===== src/rtl/spi_bus_arbiter_if.sv =====
// Requester and SPI-engine signals of spi_bus_arbiter.
// slave = arbiter view, master = core/engine view.
interface spi_bus_arbiter_if;
  logic        i_req;
  logic [31:0] i_addr;
  logic        i_ready;
  logic        i_err;
  logic [31:0] i_rdata;

  logic        d_req;
  logic        d_we;
  logic [31:0] d_addr;
  logic [31:0] d_wdata;
  logic [1:0]  d_size;
  logic        d_ready;
  logic        d_err;
  logic [31:0] d_rdata;

  logic        eng_start;
  logic        eng_sel;
  logic        eng_we;
  logic [23:0] eng_addr;
  logic [31:0] eng_wdata;
  logic [1:0]  eng_size;
  logic        eng_done;
  logic [31:0] eng_rdata;

  modport slave (
    input  i_req, i_addr, d_req, d_we, d_addr, d_wdata, d_size, eng_done, eng_rdata,
    output i_ready, i_err, i_rdata, d_ready, d_err, d_rdata,
           eng_start, eng_sel, eng_we, eng_addr, eng_wdata, eng_size
  );

  modport master (
    output i_req, i_addr, d_req, d_we, d_addr, d_wdata, d_size, eng_done, eng_rdata,
    input  i_ready, i_err, i_rdata, d_ready, d_err, d_rdata,
           eng_start, eng_sel, eng_we, eng_addr, eng_wdata, eng_size
  );
endinterface


===== src/rtl/spi_bus_arbiter.sv =====
// Shares one quad-SPI engine between the fetch and data ports, with flash/PSRAM decode
// and a chip-select gap. Define SPI_ARB_FAIRNESS_EN to bound how long a fetch can starve.
module spi_bus_arbiter #(
  parameter logic [31:0] FLASH_BASE_ADDR = 32'h0000_0000,
  parameter logic [31:0] PSRAM_BASE_ADDR = 32'h0100_0000,
  parameter int unsigned CS_GAP_CYCLES   = 2,
  parameter int unsigned MAX_DATA_RUN    = 4
) (
  input logic              clk,
  input logic              rst,
  spi_bus_arbiter_if.slave bus
);
  typedef enum logic [1:0] {IDLE, ISSUE, WAIT, GAP} state_t;

  localparam logic [3:0] GAP_LAST = 4'(CS_GAP_CYCLES - 1);

  if (CS_GAP_CYCLES < 1 || CS_GAP_CYCLES > 15 || MAX_DATA_RUN < 1 || MAX_DATA_RUN > 15) begin : g_bad_param
    $error("spi_bus_arbiter: CS_GAP_CYCLES and MAX_DATA_RUN must be 1..15");
  end

  state_t      state, state_nxt;
  logic [3:0]  gap_cnt;

  // Transaction owned by the engine; held from ISSUE until the next grant.
  logic        own_d, sel_q, we_q;
  logic [23:0] addr_q;
  logic [31:0] wdata_q;
  logic [1:0]  size_q;

  logic        i_ready_q, i_err_q, d_ready_q, d_err_q;
  logic [31:0] i_rdata_q, d_rdata_q;

  logic        arb_en, pick_d, win_we, hit_flash, hit_psram, win_err, run_full;
  logic [31:0] win_addr;

`ifdef SPI_ARB_FAIRNESS_EN
  logic [3:0]  run_cnt;
  assign run_full = (run_cnt == 4'(MAX_DATA_RUN));
`else
  assign run_full = 1'b0;
`endif

  // Arbitration is held off while a response pulse is out, so a requester
  // that has not yet dropped its req is not served twice.
  assign arb_en = (state == IDLE) && (bus.i_req || bus.d_req) && !i_ready_q && !d_ready_q;

  // NOTE: every signal written here gets a value on every path first; a missed
  // assignment in a combinational block infers a latch.
  always_comb begin
    pick_d    = bus.d_req && !(run_full && bus.i_req);
    win_addr  = pick_d ? bus.d_addr : bus.i_addr;
    win_we    = pick_d && bus.d_we;
    hit_flash = (win_addr[31:24] == FLASH_BASE_ADDR[31:24]);
    hit_psram = (win_addr[31:24] == PSRAM_BASE_ADDR[31:24]);
    win_err   = !(hit_flash || hit_psram) || (win_we && hit_flash);
  end

  always_comb begin
    state_nxt = state;
    unique case (state)
      IDLE:    if (arb_en && !win_err) state_nxt = ISSUE;
      ISSUE:   state_nxt = WAIT;
      WAIT:    if (bus.eng_done) state_nxt = GAP;
      GAP:     if (gap_cnt == GAP_LAST) state_nxt = IDLE;
      default: state_nxt = IDLE;
    endcase
  end

  // NOTE: state and datapath registers use non-blocking assignments so every
  // register samples pre-edge values regardless of statement order.
  // NOTE: the latched transaction fields are reset as well, because they drive
  // eng_* outputs directly and must read 0 out of reset.
  always_ff @(posedge clk) begin
    if (rst) begin
      state     <= IDLE;
      gap_cnt   <= '0;
      own_d     <= 1'b0;
      sel_q     <= 1'b0;
      we_q      <= 1'b0;
      addr_q    <= '0;
      wdata_q   <= '0;
      size_q    <= '0;
      i_ready_q <= 1'b0;
      i_err_q   <= 1'b0;
      i_rdata_q <= '0;
      d_ready_q <= 1'b0;
      d_err_q   <= 1'b0;
      d_rdata_q <= '0;
`ifdef SPI_ARB_FAIRNESS_EN
      run_cnt   <= '0;
`endif
    end else begin
      state     <= state_nxt;
      gap_cnt   <= (state == GAP && state_nxt == GAP) ? gap_cnt + 4'd1 : 4'd0;
      i_ready_q <= 1'b0;
      i_err_q   <= 1'b0;
      d_ready_q <= 1'b0;
      d_err_q   <= 1'b0;

      if (arb_en) begin
        if (win_err) begin
          // Decode errors answer directly without touching the engine.
          if (pick_d) begin
            d_ready_q <= 1'b1;
            d_err_q   <= 1'b1;
            d_rdata_q <= '0;
          end else begin
            i_ready_q <= 1'b1;
            i_err_q   <= 1'b1;
            i_rdata_q <= '0;
          end
        end else begin
          own_d   <= pick_d;
          sel_q   <= !hit_flash;
          we_q    <= win_we;
          addr_q  <= win_addr[23:0];
          wdata_q <= pick_d ? bus.d_wdata : 32'h0;
          size_q  <= pick_d ? bus.d_size : 2'd2;
`ifdef SPI_ARB_FAIRNESS_EN
          if (!pick_d || !bus.i_req) run_cnt <= '0;
          else if (!run_full)        run_cnt <= run_cnt + 4'd1;
`endif
        end
      end

      if (state == WAIT && bus.eng_done) begin
        if (own_d) begin
          d_ready_q <= 1'b1;
          d_rdata_q <= bus.eng_rdata;
        end else begin
          i_ready_q <= 1'b1;
          i_rdata_q <= bus.eng_rdata;
        end
      end
    end
  end

  always_comb begin
    bus.eng_start = (state == ISSUE);
    bus.eng_sel   = sel_q;
    bus.eng_we    = we_q;
    bus.eng_addr  = addr_q;
    bus.eng_wdata = wdata_q;
    bus.eng_size  = size_q;
    bus.i_ready   = i_ready_q;
    bus.i_err     = i_err_q;
    bus.i_rdata   = i_rdata_q;
    bus.d_ready   = d_ready_q;
    bus.d_err     = d_err_q;
    bus.d_rdata   = d_rdata_q;
  end
endmodule


===== src/flat_wrapper.sv =====
// flat-port wrapper written by rule: the top's interface ports become plain ports
module spi_bus_arbiter_flat 
#(
  parameter logic [31:0] FLASH_BASE_ADDR = 32'h0000_0000,
  parameter logic [31:0] PSRAM_BASE_ADDR = 32'h0100_0000,
  parameter int unsigned CS_GAP_CYCLES   = 2,
  parameter int unsigned MAX_DATA_RUN    = 4
)
  (clk, rst, bus_i_req, bus_i_addr, bus_d_req, bus_d_we, bus_d_addr, bus_d_wdata, bus_d_size, bus_eng_done, bus_eng_rdata, bus_i_ready, bus_i_err, bus_i_rdata, bus_d_ready, bus_d_err, bus_d_rdata, bus_eng_start, bus_eng_sel, bus_eng_we, bus_eng_addr, bus_eng_wdata, bus_eng_size);
  spi_bus_arbiter_if bus_i ();
  input logic clk;
  input logic rst;
  input wire logic [$bits(bus_i.i_req)-1:0] bus_i_req;
  input wire logic [$bits(bus_i.i_addr)-1:0] bus_i_addr;
  input wire logic [$bits(bus_i.d_req)-1:0] bus_d_req;
  input wire logic [$bits(bus_i.d_we)-1:0] bus_d_we;
  input wire logic [$bits(bus_i.d_addr)-1:0] bus_d_addr;
  input wire logic [$bits(bus_i.d_wdata)-1:0] bus_d_wdata;
  input wire logic [$bits(bus_i.d_size)-1:0] bus_d_size;
  input wire logic [$bits(bus_i.eng_done)-1:0] bus_eng_done;
  input wire logic [$bits(bus_i.eng_rdata)-1:0] bus_eng_rdata;
  output wire logic [$bits(bus_i.i_ready)-1:0] bus_i_ready;
  output wire logic [$bits(bus_i.i_err)-1:0] bus_i_err;
  output wire logic [$bits(bus_i.i_rdata)-1:0] bus_i_rdata;
  output wire logic [$bits(bus_i.d_ready)-1:0] bus_d_ready;
  output wire logic [$bits(bus_i.d_err)-1:0] bus_d_err;
  output wire logic [$bits(bus_i.d_rdata)-1:0] bus_d_rdata;
  output wire logic [$bits(bus_i.eng_start)-1:0] bus_eng_start;
  output wire logic [$bits(bus_i.eng_sel)-1:0] bus_eng_sel;
  output wire logic [$bits(bus_i.eng_we)-1:0] bus_eng_we;
  output wire logic [$bits(bus_i.eng_addr)-1:0] bus_eng_addr;
  output wire logic [$bits(bus_i.eng_wdata)-1:0] bus_eng_wdata;
  output wire logic [$bits(bus_i.eng_size)-1:0] bus_eng_size;
  assign bus_i.i_req = bus_i_req;
  assign bus_i.i_addr = bus_i_addr;
  assign bus_i.d_req = bus_d_req;
  assign bus_i.d_we = bus_d_we;
  assign bus_i.d_addr = bus_d_addr;
  assign bus_i.d_wdata = bus_d_wdata;
  assign bus_i.d_size = bus_d_size;
  assign bus_i.eng_done = bus_eng_done;
  assign bus_i.eng_rdata = bus_eng_rdata;
  assign bus_i_ready = bus_i.i_ready;
  assign bus_i_err = bus_i.i_err;
  assign bus_i_rdata = bus_i.i_rdata;
  assign bus_d_ready = bus_i.d_ready;
  assign bus_d_err = bus_i.d_err;
  assign bus_d_rdata = bus_i.d_rdata;
  assign bus_eng_start = bus_i.eng_start;
  assign bus_eng_sel = bus_i.eng_sel;
  assign bus_eng_we = bus_i.eng_we;
  assign bus_eng_addr = bus_i.eng_addr;
  assign bus_eng_wdata = bus_i.eng_wdata;
  assign bus_eng_size = bus_i.eng_size;
  spi_bus_arbiter #(.FLASH_BASE_ADDR(FLASH_BASE_ADDR), .PSRAM_BASE_ADDR(PSRAM_BASE_ADDR), .CS_GAP_CYCLES(CS_GAP_CYCLES), .MAX_DATA_RUN(MAX_DATA_RUN)) u_core (.clk(clk), .rst(rst), .bus(bus_i));
endmodule

===== config.mk =====
export PLATFORM = sky130hd
export DESIGN_NAME = spi_bus_arbiter_flat
export DESIGN_NICKNAME = d
export VERILOG_FILES = /design/src/rtl/spi_bus_arbiter_if.sv /design/src/rtl/spi_bus_arbiter.sv /design/src/flat_wrapper.sv
export SDC_FILE = /design/constraint.sdc
export NUM_CORES = 1
export LEC_CHECK = 0
export ABC_CLOCK_PERIOD_IN_PS = 2200
export CAP_MARGIN = 20
export CORE_ASPECT_RATIO = 2
export CORE_MARGIN = 5
export CORE_UTILIZATION = 41
export CTS_CLUSTER_SIZE = 12
export DETAILED_ROUTE_END_ITERATION = 8
export GPL_ROUTABILITY_DRIVEN = 0
export PLACE_DENSITY = 0.86
export SYNTH_ARGS = -nofsm -noshare
export SYNTH_HDL_FRONTEND = slang
export SYNTH_SLANG_ARGS = --single-unit

===== constraint.sdc =====
create_clock -name clk -period 2.2 [get_ports clk]
set_input_delay 0.44 -clock clk [delete_from_list [all_inputs] [get_ports clk]]
set_output_delay 0.44 -clock clk [all_outputs]
set_load 0.02 [all_outputs]

Word level (Yosys, flattened, before mapping)
Index checks and enable logic that the tools add are counted.
{"block": "word_totals", "reg_bits": 135, "out_inout_bits": 129}
{"block": "classes", "add_sub_neg": 1, "eq_ne": 6, "muxes": 27, "bitwise": 2, "reduce_logical": 20}
{"operator": "two-way mux 32 bit", "n": 12}
{"operator": "two-way mux 1 bit", "n": 10}
{"operator": "== test 8 x 1 -> 1 bit, second input constant", "n": 1}
{"operator": "logical AND 1 bit", "n": 8}
{"operator": "zero test 8 bit", "n": 1}
{"operator": "two-way mux 2 bit", "n": 4}
{"operator": "one-hot mux 2 bit (4 select lines)", "n": 1}
{"operator": "== test 2 bit, second input constant", "n": 3}
{"operator": "zero test 1 bit", "n": 5}
{"operator": "adder 4 x 1 -> 4 bit, second input constant", "n": 1}
{"operator": "== test 4 x 1 -> 1 bit, second input constant", "n": 1}
{"operator": "logical OR 1 bit", "n": 3}
{"operator": "== test 2 x 1 -> 1 bit, second input constant", "n": 1}
{"operator": "zero test 2 bit", "n": 1}
{"operator": "inverter 1 bit", "n": 2}
{"operator": "AND reduction 2 bit", "n": 1}
{"operator": "OR reduction 2 bit", "n": 1}

Longest topological paths before layout
{"block": "logic_depth", "depth_word": 13, "mapped_depth": 7, "depth_no_buf": 6}

Least setup slack after synthesis
No wires, ideal clock.
{"block": "synth_timing", "kind": "input to register", "startpoint": "input port bus_d_req", "endpoint": "register u_core.we_q (netlist: u_core.bus.eng_we)", "setup_ns": 0.123, "t_arrival_ns": 1.862, "required_ns": 2.077, "setup_slack_ns": 0.214, "cell_stages": 6, "path_buffers": 2, "path_cell_list": "buf_4 > nor4_4 > o22ai_1 > nor3_4 > buf_4 > mux2_1"}
{"block": "synth_between", "elab_chain_len": 7, "word_cells_on_any_way": 14}
{"element": "from (decl)", "line": "flat_wrapper.sv:15", "source": "input wire logic [$bits(bus_i.d_req)-1:0] bus_d_req;"}
{"element": "two-way mux 32 bit", "line": "spi_bus_arbiter.sv:51", "source": "win_addr = pick_d ? bus.d_addr : bus.i_addr;"}
{"element": "== test 8 x 1 -> 1 bit / zero test 8 bit (equally long branches)", "line": "spi_bus_arbiter.sv:54, spi_bus_arbiter.sv:53"}
{"element": "logical OR 1 bit", "line": "spi_bus_arbiter.sv:55", "source": "win_err = !(hit_flash || hit_psram) || (win_we && hit_flash);"}
{"element": "zero test 1 bit", "line": "spi_bus_arbiter.sv:55"}
{"element": "logical OR 1 bit", "line": "spi_bus_arbiter.sv:55"}
{"element": "inverter 1 bit (no line)"}
{"element": "AND reduction 2 bit (no line)"}
{"element": "to (signal assigned)", "line": "spi_bus_arbiter.sv:115", "source": "we_q <= win_we;"}
{"element": "to (decl)", "line": "spi_bus_arbiter.sv:25", "source": "logic own_d, sel_q, we_q;"}
Parallel ways exist; a longest one is shown, timed or not.
A chain may end at the register's enable or synchronous reset.

Final worst setup path
{"block": "layout_timing", "startpoint": "register u_core.state[0]", "endpoint": "output port bus_eng_start"}
{"block": "layout_between", "elab_chain_len": 1}
{"element": "from (decl)", "line": "spi_bus_arbiter.sv:21", "source": "state_t state, state_nxt;"}
{"element": "from (signal assigned)", "line": "spi_bus_arbiter.sv:93", "source": "state <= state_nxt;"}
{"element": "== test 2 x 1 -> 1 bit", "line": "spi_bus_arbiter.sv:139", "source": "bus.eng_start = (state == ISSUE);"}
{"element": "to (decl)", "line": "flat_wrapper.sv:28", "source": "output wire logic [$bits(bus_i.eng_start)-1:0] bus_eng_start;"}
No other way between the ends.

==> results.txt <==
The overall die width came out at 91.26 um. The global routing stage identified its most utilized layer as met2. The floorplan die height came out at 172.5 um.

The post-cts hold buffer count is 0. Counting every sink on the clock net gives 135. Per report_power, the combinational group accounts for 9.7% of the total. For hold timing, the worst endpoint is u_core.bus.eng_wdata[0]. The number of warnings issued by yosys came out at 0. The design internal power came out at 4.602 mW. The synthesized instance count is 487. The count of state elements after synthesis came out at 135.

The shortest period the worst path allows is 2.086 ns. The hold path startpoint is u_core.bus.eng_wdata[0]. The signal on the critical path passes through buf_4 -> nor2b_1 -> clkdlybuf4s50_1. The final setup violation count is 0.

Once placement completed, the tool counted placed cells totaling 877. Global routing used 22.12% of the available met1 tracks. The number of top-level pins is 265. Per report_power, the sequential group accounts for 41.3% of the total. The final critical-path share of the clock period is 94.80%. Using the TritonRoute via totals, the vias-per-cell ratio works out to 5.754. The worst hold path stage count is 2. The slowest cell on the critical path is sky130_fd_sc_hd__clkdlybuf4s50_1. The reg-to-reg critical path startpoint is u_core.state[1]. The combined buffer and inverter count along the critical path is 2. The clock network accounts for 49.1% of the total power. The largest net degree at the start of global routing is 53.

The run finished with clean final reports. The sequential area share after synthesis is 49.92%. The switching fraction of total power came out at 22.72%.

The number of clock buffers added by TritonCTS is 17. The antenna diode count is 0. The clock tree synthesis step divided the H-tree into 4 levels. The placed instance area came out at 8303 um^2. The delay of the slowest cell on the worst path came out at 0.64 ns. Setup repair after global routing left no endpoint under its margin. Post-CTS timing repair inserted 0 buffers for setup.

The number of vias after detailed routing came out at 5,230. The reg-to-reg setup timing slack came out at 0.17 ns. The cell area after layout came out at 8916 um^2. During placement, the flow inserted port buffers numbering 264. The initial cell density of the core is 41.67%. The non-filler instance count after layout is 909.

Summed over all cells, the static leakage comes to 3.109 nW. The total nets after synthesis is 625. The post-detailed-placement half-perimeter wirelength came out at 14,220 um.

In the routed design, unresolved DRC markers number 0. The fraction of layout instances using a drive strength above 1 is 9.115%. Between clock sinks in the finished design, the worst skew comes to 0.009589 ns. The global-route met3 utilization is 7.517%. Measured against its own limit, the worst slew margin works out to 59.61%.

The maximum fanout count along the critical path came out at 7. The cell type group with the largest total delay on the critical path is buffers and inverters. The number of DRC markers in iteration 0 is 273. The critical path is of the flip-flop to output pin type. The post-synthesis instance area came out at 5414 um^2. The number of antenna violations at the first check in global routing came out at 1. The number of endpoints with negative hold slack in the final report is 0. The global routing usage on met2 is 44.82%.

The length of the first detailed-routing pass in iterations came out at 5. The final routed wire length divided by cell count came out at 21.22 um. The area of the die is 15,740 um^2. The power density over cell area is 667.8 nW/um^2.

The maximum vdd drop is 0.0006394 V. The layout overhead on the synthesized area is 64.69%. The net count of the finished layout is 882. The required time of the worst setup path is 1.76 ns.

The worst setup path is captured at an output pin. The average cell area after synthesis came out at 11.12 um^2. STA classifies the critical path startpoint as a flip-flop. After detailed routing, the total wire length is 19,290 um. The clock tree from TritonCTS is yes.

The path depth of the worst reg2reg path is 4. CTS placed an instance of sky130_fd_sc_hd__clkbuf_16 at the clock tree root. The overall power after layout is 5.954 mW.

In this run the critical register-to-register path is captured at u_core.bus.i_rdata[12]. The post-route core utilization came out at 68.62%. The clock slew at the register clock pins of the worst setup and hold paths is 0.06 ns. The via count of the first global-routing pass came to 5,555. The first global-routing pass estimated 30,040 um of wire. In the final timing run, aggregate negative setup slack is 0 ns. The area of the placeable core is 12,990 um^2. The standard-cell row count came out at 59. The pin slew with the least headroom to its limit came out at 0.6059 ns. The maximum count of clock buffers along a single path came out at 2.

The count of nets left with antenna violations once routing finished came out at 0. Timing would allow up to 479.5 MHz. The remaining global-route overflow came out at 0. The number of distinct library cell variants in the gate-level netlist after synthesis is 41. The max-slew violation count came out at 0.

The clock latency at the later pin of the worst-skew pair came out at 0.41 ns. The type of the tightest min-delay check is flip-flop to flip-flop. The tool flagged a number of max-cap violations equal to 0. The switching power summed over all nets came out at 1.353 mW. Across every metal layer, demand over resource in global routing totals 23.48%. The post-CTS resize count is 0. The worst endpoint data arrival time is 1.65 ns.
==> worst max path at each step <==
stage | start | endpoint | slack [ns] | cells past startpoint
floorplan | bus_d_req | u_core.bus.eng_we | 0.21 | 6
global route | bus_i_addr[28] | u_core.bus.eng_wdata[21] | 0.007 | 7
finish | u_core.state[0] | bus_eng_start | 0.11 | 3
global placement | bus_i_addr[28] | u_core.bus.eng_we | -0.18 | 6
CTS | u_core.state[0] | bus_eng_start | 0.08 | 3
detailed placement | bus_i_addr[28] | u_core.bus.eng_size[0] | -0.23 | 7
==> synth_stat cells, drive strengths merged <==
master	instances	area (um^2)
ha	2	25.02
a31oi	27	168.9
mux2	2	22.52
a32o	64	640.6
a21oi	1	5.000
a311oi	1	8.760
or3	1	6.260
o21ai	1	8.760
xnor2	1	8.760
buf	21	136.4
nor4	5	46.29
clkbuf	30	112.6
o21a	1	7.510
o31ai	1	7.510
mux2i	59	590.6
inv	6	22.52
xor2	1	8.760
nor2	13	48.80
nand2b	35	219.0
a211o	1	17.52
nor4b	1	23.77
a211oi	25	187.7
dfxtp	135	2703
o211ai	2	20.02
nor2b	2	12.51
nand3b	34	255.2
o22ai	1	6.260
o41ai	1	8.760
nand3	2	10.01
nor3	4	31.28
nor3b	1	7.510
o21bai	1	7.510
nand2	3	11.26
o22a	1	8.760
a32oi	1	8.760
==> worst reg2reg max path: cells and delay by family (launching register included) <==
family	cells	cell delay [ns]
AO/OA/AOI/OAI	3	1.08
AND/OR/NAND/NOR	1	0.46
flip-flops	1	0.36
==> flip-flops by register name, indices dropped and copies added (netlist names), 2 cells and up <==
name	flops
u_core.bus.eng_size	2
u_core.state	2
u_core.gap_cnt	4
u_core.bus.d_rdata	32
u_core.bus.eng_wdata	32
u_core.bus.eng_addr	24
u_core.bus.i_rdata	32
==> cell type report <==
| cell class | count | area [um^2] |
|---|---|---|
| inverter | 6 | 22.52 |
| timing repair buffer | 289 | 2933 |
| fill | 968 | 4076 |
| clock buffer | 19 | 442.9 |
| multi-input combinational | 295 | 2455 |
| clock inverter | 13 | 170.2 |
| sequential | 135 | 2703 |
| tap | 152 | 190.2 |
==> cells by family after synthesis <==
family                     synth area share [%]
adders and majority gates                0.4621
buffers and inverters                     5.015
AOI/OAI and AO/OA                         20.55
muxes                                     11.32
DFF                                       49.92
xor gates and xnor gates                 0.3236
and+or+nand+nor                           12.41
==> power by group through the flow <==
stage                     Sequential (mW)  Clock (mW)  Combinational, mW
after floorplan                      2.52           0              0.214
after global placement               2.51           0              0.556
after detailed placement             2.51           0              0.569
after CTS                            2.46        2.96              0.575
after global routing                 2.46        3.07              0.606
final                                2.46        2.92              0.576
==> metal layers <==
metal | vias up | share of wire, % | wire [um]
li1 | 2384 | - | -
met1 | 2553 | 34 | 6539
met2 | 252 | 55 | 10570
met3 | 39 | 7.8 | 1496
met4 | 2 | 3.5 | 671
met5 | - | 0.067 | 13
==> layout by cell type (no fill, tap or decap), drive strengths merged, types with 2 or more instances in the layout <==
master,Yosys,routed
a211oi,25,25
nor3,4,4
clkinvlp,0,3
clkinv,0,4
a31oi,27,27
nor4,5,5
dfxtp,135,135
nand2b,35,35
nand3,2,2
inv,6,9
ha,2,2
mux2i,59,59
nand3b,34,34
a32o,64,64
nor2b,2,2
nor2,13,13
buf,21,27
clkdlybuf4s50,0,262
nand2,3,3
mux2,2,2
o211ai,2,2
clkbuf,30,19
bufinv,0,3
==> through the flow <==
stage	hold slack, ns	setup slack, ns
6_report	0.4770	0.1144
5_1_grt	0.5014	0.006577
4_1_cts	0.4788	0.08230
3_5_place_dp	0.4686	-0.2338
3_3_place_gp	0.4417	-0.1832
2_1_floorplan	0.4334	0.2144
(Power assumes the default switching activity.)
